File: config.mk
export PLATFORM = sky130hd
export DESIGN_NAME = seq_shift_unit
export DESIGN_NICKNAME = d
export VERILOG_FILES = /design/src/rtl/alu_pkg.sv /design/src/rtl/seq_shift_unit_step.sv /design/src/rtl/seq_shift_unit.sv
export SDC_FILE = /design/constraint.sdc
export NUM_CORES = 1
export LEC_CHECK = 0
export BUFFER_PORTS_ARGS = -buffer_cell sky130_fd_sc_hd__buf_2
export CORE_MARGIN = 1
export CORE_UTILIZATION = 57
export CTS_CLUSTER_DIAMETER = 60
export CTS_CLUSTER_SIZE = 14
export DETAILED_ROUTE_END_ITERATION = 10
export MAX_ROUTING_LAYER = met4
export PLACE_DENSITY = 0.89
export SETUP_SLACK_MARGIN = 0.05
export SLEW_MARGIN = 25
export SYNTH_ARGS = -nofsm -noshare
export SYNTH_HDL_FRONTEND = slang
export SYNTH_SLANG_ARGS = --single-unit
File: constraint.sdc
create_clock -name clk -period 5.7 [get_ports clk]
set_clock_uncertainty 0.2 [all_clocks]
set_input_delay 0.57 -clock clk [delete_from_list [all_inputs] [get_ports clk]]
set_output_delay 0.57 -clock clk [all_outputs]
set_load 0.02 [all_outputs]
File: src/rtl/alu_pkg.sv
// Shared ALU definitions: shift opcodes, flag bit positions and the shift FSM states.
package alu_pkg;

   localparam logic [4:0] OP_LSL = 5'b00001;
   localparam logic [4:0] OP_LSR = 5'b00010;
   localparam logic [4:0] OP_ASR = 5'b00011;
   localparam logic [4:0] OP_ROL = 5'b00100;
   localparam logic [4:0] OP_ROR = 5'b00101;

   localparam int FLAG_Z = 3;
   localparam int FLAG_N = 2;
   localparam int FLAG_C = 1;
   localparam int FLAG_V = 0;

   typedef enum logic [1:0] {
      ST_IDLE,
      ST_SHIFT,
      ST_DONE
   } state_t;

   function automatic logic op_supported(input logic [4:0] op);
      return (op == OP_LSL) || (op == OP_LSR) || (op == OP_ASR) ||
             (op == OP_ROL) || (op == OP_ROR);
   endfunction

endpackage

File: src/rtl/seq_shift_unit_step.sv
// One-bit shift/rotate step. sign_changed is only raised for LSL, since V
// is defined only for that operation.
module shift_step
   import alu_pkg::*;
#(
   parameter int W = 16
) (
   input  logic [4:0]   op,
   input  logic [W-1:0] x,
   output logic [W-1:0] x_next,
   output logic         c_out,
   output logic         sign_changed
);

   always_comb begin
      x_next = x;
      c_out  = 1'b0;
      case (op)
         OP_LSL: begin x_next = {x[W-2:0], 1'b0};     c_out = x[W-1]; end
         OP_LSR: begin x_next = {1'b0, x[W-1:1]};     c_out = x[0];   end
         OP_ASR: begin x_next = {x[W-1], x[W-1:1]};   c_out = x[0];   end
         OP_ROL: begin x_next = {x[W-2:0], x[W-1]};   c_out = x[W-1]; end
         OP_ROR: begin x_next = {x[0], x[W-1:1]};     c_out = x[0];   end
         default: ;
      endcase
      sign_changed = (op == OP_LSL) && (x[W-1] != x[W-2]);
   end

endmodule

File: src/rtl/seq_shift_unit.sv
// Multi-cycle shift/rotate engine: one bit per clock, result and flags
// presented with a one-cycle done pulse.
module seq_shift_unit
   import alu_pkg::*;
#(
   parameter int W  = 16,
   parameter int SW = $clog2(W)
) (
   input  logic         clk,
   input  logic         rst,
   input  logic         start,
   input  logic [4:0]   alu_op,
   input  logic [W-1:0] operandA,
   input  logic [W-1:0] operandB,
   output logic [W-1:0] result,
   output logic [3:0]   flags,
   output logic         busy,
   output logic         done
);

   state_t        state_q, state_d;
   logic [W-1:0]  result_q, result_d;
   logic [4:0]    op_q, op_d;
   logic [SW-1:0] count_q, count_d;
   logic          c_q, c_d, v_q, v_d;
   logic [3:0]    flags_q, flags_d;
   logic          busy_q, busy_d, done_q, done_d;

   logic [W-1:0]  x_next;
   logic          c_out, sign_changed;
   logic [SW-1:0] amount;
   logic          unused_opb;

   assign amount     = operandB[SW-1:0];
   assign unused_opb = ^operandB[W-1:SW];

   // The result register doubles as the working register while shifting.
   shift_step #(.W(W)) u_step (
      .op           (op_q),
      .x            (result_q),
      .x_next       (x_next),
      .c_out        (c_out),
      .sign_changed (sign_changed)
   );

   always_comb begin
      state_d  = state_q;
      result_d = result_q;
      op_d     = op_q;
      count_d  = count_q;
      c_d      = c_q;
      v_d      = v_q;
      flags_d  = flags_q;
      busy_d   = busy_q;
      done_d   = done_q;
      case (state_q)
         ST_IDLE: begin
            if (start) begin
               result_d = operandA;
               op_d     = alu_op;
               count_d  = amount;
               c_d      = 1'b0;
               v_d      = 1'b0;
               busy_d   = 1'b1;
               if ((amount != '0) && op_supported(alu_op)) begin
                  state_d = ST_SHIFT;
               end else begin
                  state_d         = ST_DONE;
                  done_d          = 1'b1;
                  flags_d         = 4'b0000;
                  flags_d[FLAG_Z] = (operandA == '0);
                  flags_d[FLAG_N] = operandA[W-1];
               end
            end
         end
         ST_SHIFT: begin
            result_d = x_next;
            c_d      = c_out;
            v_d      = v_q | sign_changed;
            count_d  = count_q - 1'b1;
            if (count_q == SW'(1)) begin
               state_d         = ST_DONE;
               done_d          = 1'b1;
               flags_d[FLAG_Z] = (x_next == '0);
               flags_d[FLAG_N] = x_next[W-1];
               flags_d[FLAG_C] = c_out;
               flags_d[FLAG_V] = v_q | sign_changed;
            end
         end
         ST_DONE: begin
            state_d = ST_IDLE;
            done_d  = 1'b0;
            busy_d  = 1'b0;
         end
         default: state_d = ST_IDLE;
      endcase
   end

   always_ff @(posedge clk or posedge rst) begin
      if (rst) begin
         state_q  <= ST_IDLE;
         result_q <= '0;
         op_q     <= '0;
         count_q  <= '0;
         c_q      <= 1'b0;
         v_q      <= 1'b0;
         flags_q  <= '0;
         busy_q   <= 1'b0;
         done_q   <= 1'b0;
      end else begin
         state_q  <= state_d;
         result_q <= result_d;
         op_q     <= op_d;
         count_q  <= count_d;
         c_q      <= c_d;
         v_q      <= v_d;
         flags_q  <= flags_d;
         busy_q   <= busy_d;
         done_q   <= done_d;
      end
   end

   assign result = result_q;
   assign flags  = flags_q;
   assign busy   = busy_q;
   assign done   = done_q;

endmodule

==> results.tsv <==
stage	metric	value	unit
sta	hold_viol_final	0	
worst_setup_path	cp_data_required_time	5690	ps
routing	wl_met3	338	µm
die	pin_count	62	
logic_synthesis	async_flop_share	1.00	
grt	grt_max_degree	50	
worst_setup_path	cp-start-kind	register	
layout	fillers	301	
layout	seq_area	851	µm²
pwr	power.leakage	0.00119	µW
pwr	p_switching	724	µW
routing	wl_met2	2910	µm
grt	grt_antenna_before_repair	0	
routing	antenna_left	0	
logic_synthesis	synth_area	2290	µm²
logic_synthesis	synth_seq_cells	34	
pwr	p_int	767	µW
clock_tree	cts_tree	done	
clock_tree	ctsHoldBuffers	0	
routing	drt_iter0_drc	337	
placed_design	placed_area	2520	µm²
logic_synthesis	seq_area_frac_synth	0.371	
die	dieArea	4280	µm²
clock_tree	cts_resized	0	
grt	overflow	0	
logic_synthesis	syn_nets	302	
routing	routed.top_layer	met4	
worst_setup_path	arrival	2570	ps
routing	m1WireLength	2470	µm
sta	worst_slew_pin_slew	775	ps
placed_design	hpwl	3910	µm
hold_path	hold_class	input pin to async pin	
sta	fin_crit_sh	0.453	
clock_tree	clk_latency	290	ps
die	start_util	0.608	
logic_synthesis	ys_types	56	
pwr	switching_share	0.486	
sta	setup_tns	0	ps
routing	post_drt_wl_per_cell	16.8	µm
sta	final_max_slew_viol_count	0	
sta	fmax	387	MHz
placed_design	dpl_worst_slack	3030	ps
sta	finalSetupViolCount	0	
logic_synthesis	syn_inst	257	
pwr	pwr-share-clk	0.123	
die	core-area	3770	µm²
layout	final_cell_mix	49 x buf_2, 34 x dfrtp_1, 31 x nor2_1	
grt	grt_pass1_vias	2007	
routing	via_per_inst	6.49	
die	die_h	65.5	µm
clock_tree	numCtsBuffers	5	
grt	grt_first_pass_wirelength	9170	µm
layout	final_util	0.692	
pwr	p_per_area	572	nW/µm²
clock_tree	path_clk_slew	70	ps
routing	drt_first_pass_iters	7	
grt	grt_use_total	0.290	
sta	rsz0062_at_grt	false	
die	row_count	22	
placed_design	place_congestion	0.843	
layout	final_layout_size_suffix_gt1_frac	0.250	
routing	drc	0	
logic_synthesis	synth_ff_type	dfrtp_1	
layout	finish.instance_area	2610	µm²
clock_tree	cts.path.max_buffers	2	
routing	routed_wl	5780	µm
logic_synthesis	syn_area_per_cell	8.93	µm²
sta	slew_headroom	0.482	
worst_setup_path	crit_path_max_fanout	49	
layout	multi_input_area	1290	µm²
clock_tree	cts_setup_buffers	0	
worst_setup_path	path_class	register to register	
logic_synthesis	synth_edf_count	0	
clock_tree	cts_max_level	2	
clock_tree	cts_root_buf	clkbuf_8	
sta	finalCriticalPeriod	2580	ps
pwr	p_comb_frac	0.511	
pwr	peakVddDrop	0.330	mV
pwr	power	1490	µW
flow_run	max_cap_violations	0	
die	dieWidth	65.5	µm
layout	areaGrowthSynthToFinish	13.7	%
logic_synthesis	ys_warn_count	0	
worst_setup_path	crit_path_end_kind	register	
pwr	seqPwrFrac	0.366	
layout	diodes	0	
sta	final.setup.worst_slack	3120	ps
routing	via_count	2233	
clock_tree	cts_sinks	34	
layout	final_nets	340	
placed_design	io_buffers	49	
run_status	outcome	complete, no violations	
layout	final_common_cell	buf_2	
-- Yosys cell counts (2+ instances only) --
master | instances | area, µm²
inv_1 | 12 | 45.0
nand4_1 | 2 | 12.5
buf_4 | 3 | 22.5
nor4_1 | 4 | 25.0
buf_6 | 3 | 33.8
mux2_2 | 6 | 67.6
o31ai_1 | 7 | 52.6
a21oi_1 | 7 | 35.0
ha_1 | 5 | 62.6
nor4b_1 | 2 | 17.5
clkbuf_1 | 13 | 48.8
or3_1 | 3 | 18.8
o22a_1 | 3 | 26.3
a21o_1 | 10 | 75.1
nand3_1 | 4 | 20.0
a211oi_1 | 10 | 75.1
o21ai_0 | 22 | 110
xnor2_1 | 2 | 17.5
o22ai_1 | 2 | 12.5
a221oi_1 | 2 | 17.5
dfrtp_1 | 34 | 851
mux2i_1 | 4 | 40.0
nor2_1 | 31 | 116
nor3_1 | 2 | 10.0
o211ai_1 | 2 | 15.0
a222oi_1 | 14 | 140
and4_1 | 2 | 17.5
nand2_1 | 18 | 67.6
-- per-layer routing --
metal  track usage  up-vias
met5             -        -
met4         0.109        0
met3        0.0417        8
met2         0.448       99
met1         0.388     1072
li1              -     1054
-- power groups by stage --
stage	Clock (µW)	Combinational, µW	Sequential, µW
global route	195	837	564
global placement	0	718	531
CTS	185	758	539
detailed placement	0	750	543
floorplan	0	584	525
finish	184	762	546
-- area by class of cell --
type	instances	share of cell area
Sequential cell	34	0.326
Timing Repair Buffer	52	0.103
Multi-Input combinational cell	190	0.496
Tap cell	48	0.0230
Inverter	12	0.0173
Clock buffer	7	0.0331
Clock inverter	1	0.00192
-- final timing paths --
kind	start	end	slack, ps	cells past startpoint
max	state_q[1]	flags[3]	3120	8
min	rst	count_q[0]	160	3
max reg2reg	state_q[1]	flags[3]	3120	8
min reg2reg	flags[3]	flags[3]	330	2
max in group asynchronous	rst	result[4]	4830	3
min in group clk	alu_op[0]	op_q[0]	320	2
-- flip-flops by register name (all words and copies together), names as in the netlist --
register,flops
result,16
op_q,5
count_q,4
flags,4
state_q,2
busy,1
done,1
v_q,1
-- through the flow --
step / cells / hold slack [ps]
after global placement: 336 / 282
after floorplan: 257 / 275
after detailed placement: 336 / 306
after global routing: 344 / 213
after CTS: 344 / 177
final: 344 / 163
-- worst max-delay path: stages, from the launching register on --
cell and delay (ps):
dfrtp_1 410, inv_1 100, ha_1 140, buf_4 400, o21ai_0 160, a221oi_1 420
and3_1 240, o2111ai_1 120, o31ai_1 280
-- cell families (layout without fill, tap and decap cells) --
group | Yosys count | count (layout) | synth area share
multiplexers | 10 | 10 | 0.0469
flip-flops | 34 | 34 | 0.371
buffers and inverters | 33 | 72 | 0.0692
AND/OR/NAND/NOR | 80 | 80 | 0.172
AO/OA/AOI/OAI | 93 | 93 | 0.306
adder cells (fa/ha/maj) | 5 | 5 | 0.0273
XOR/XNOR | 2 | 2 | 0.00763
Power figures use the tool's default switching activity.
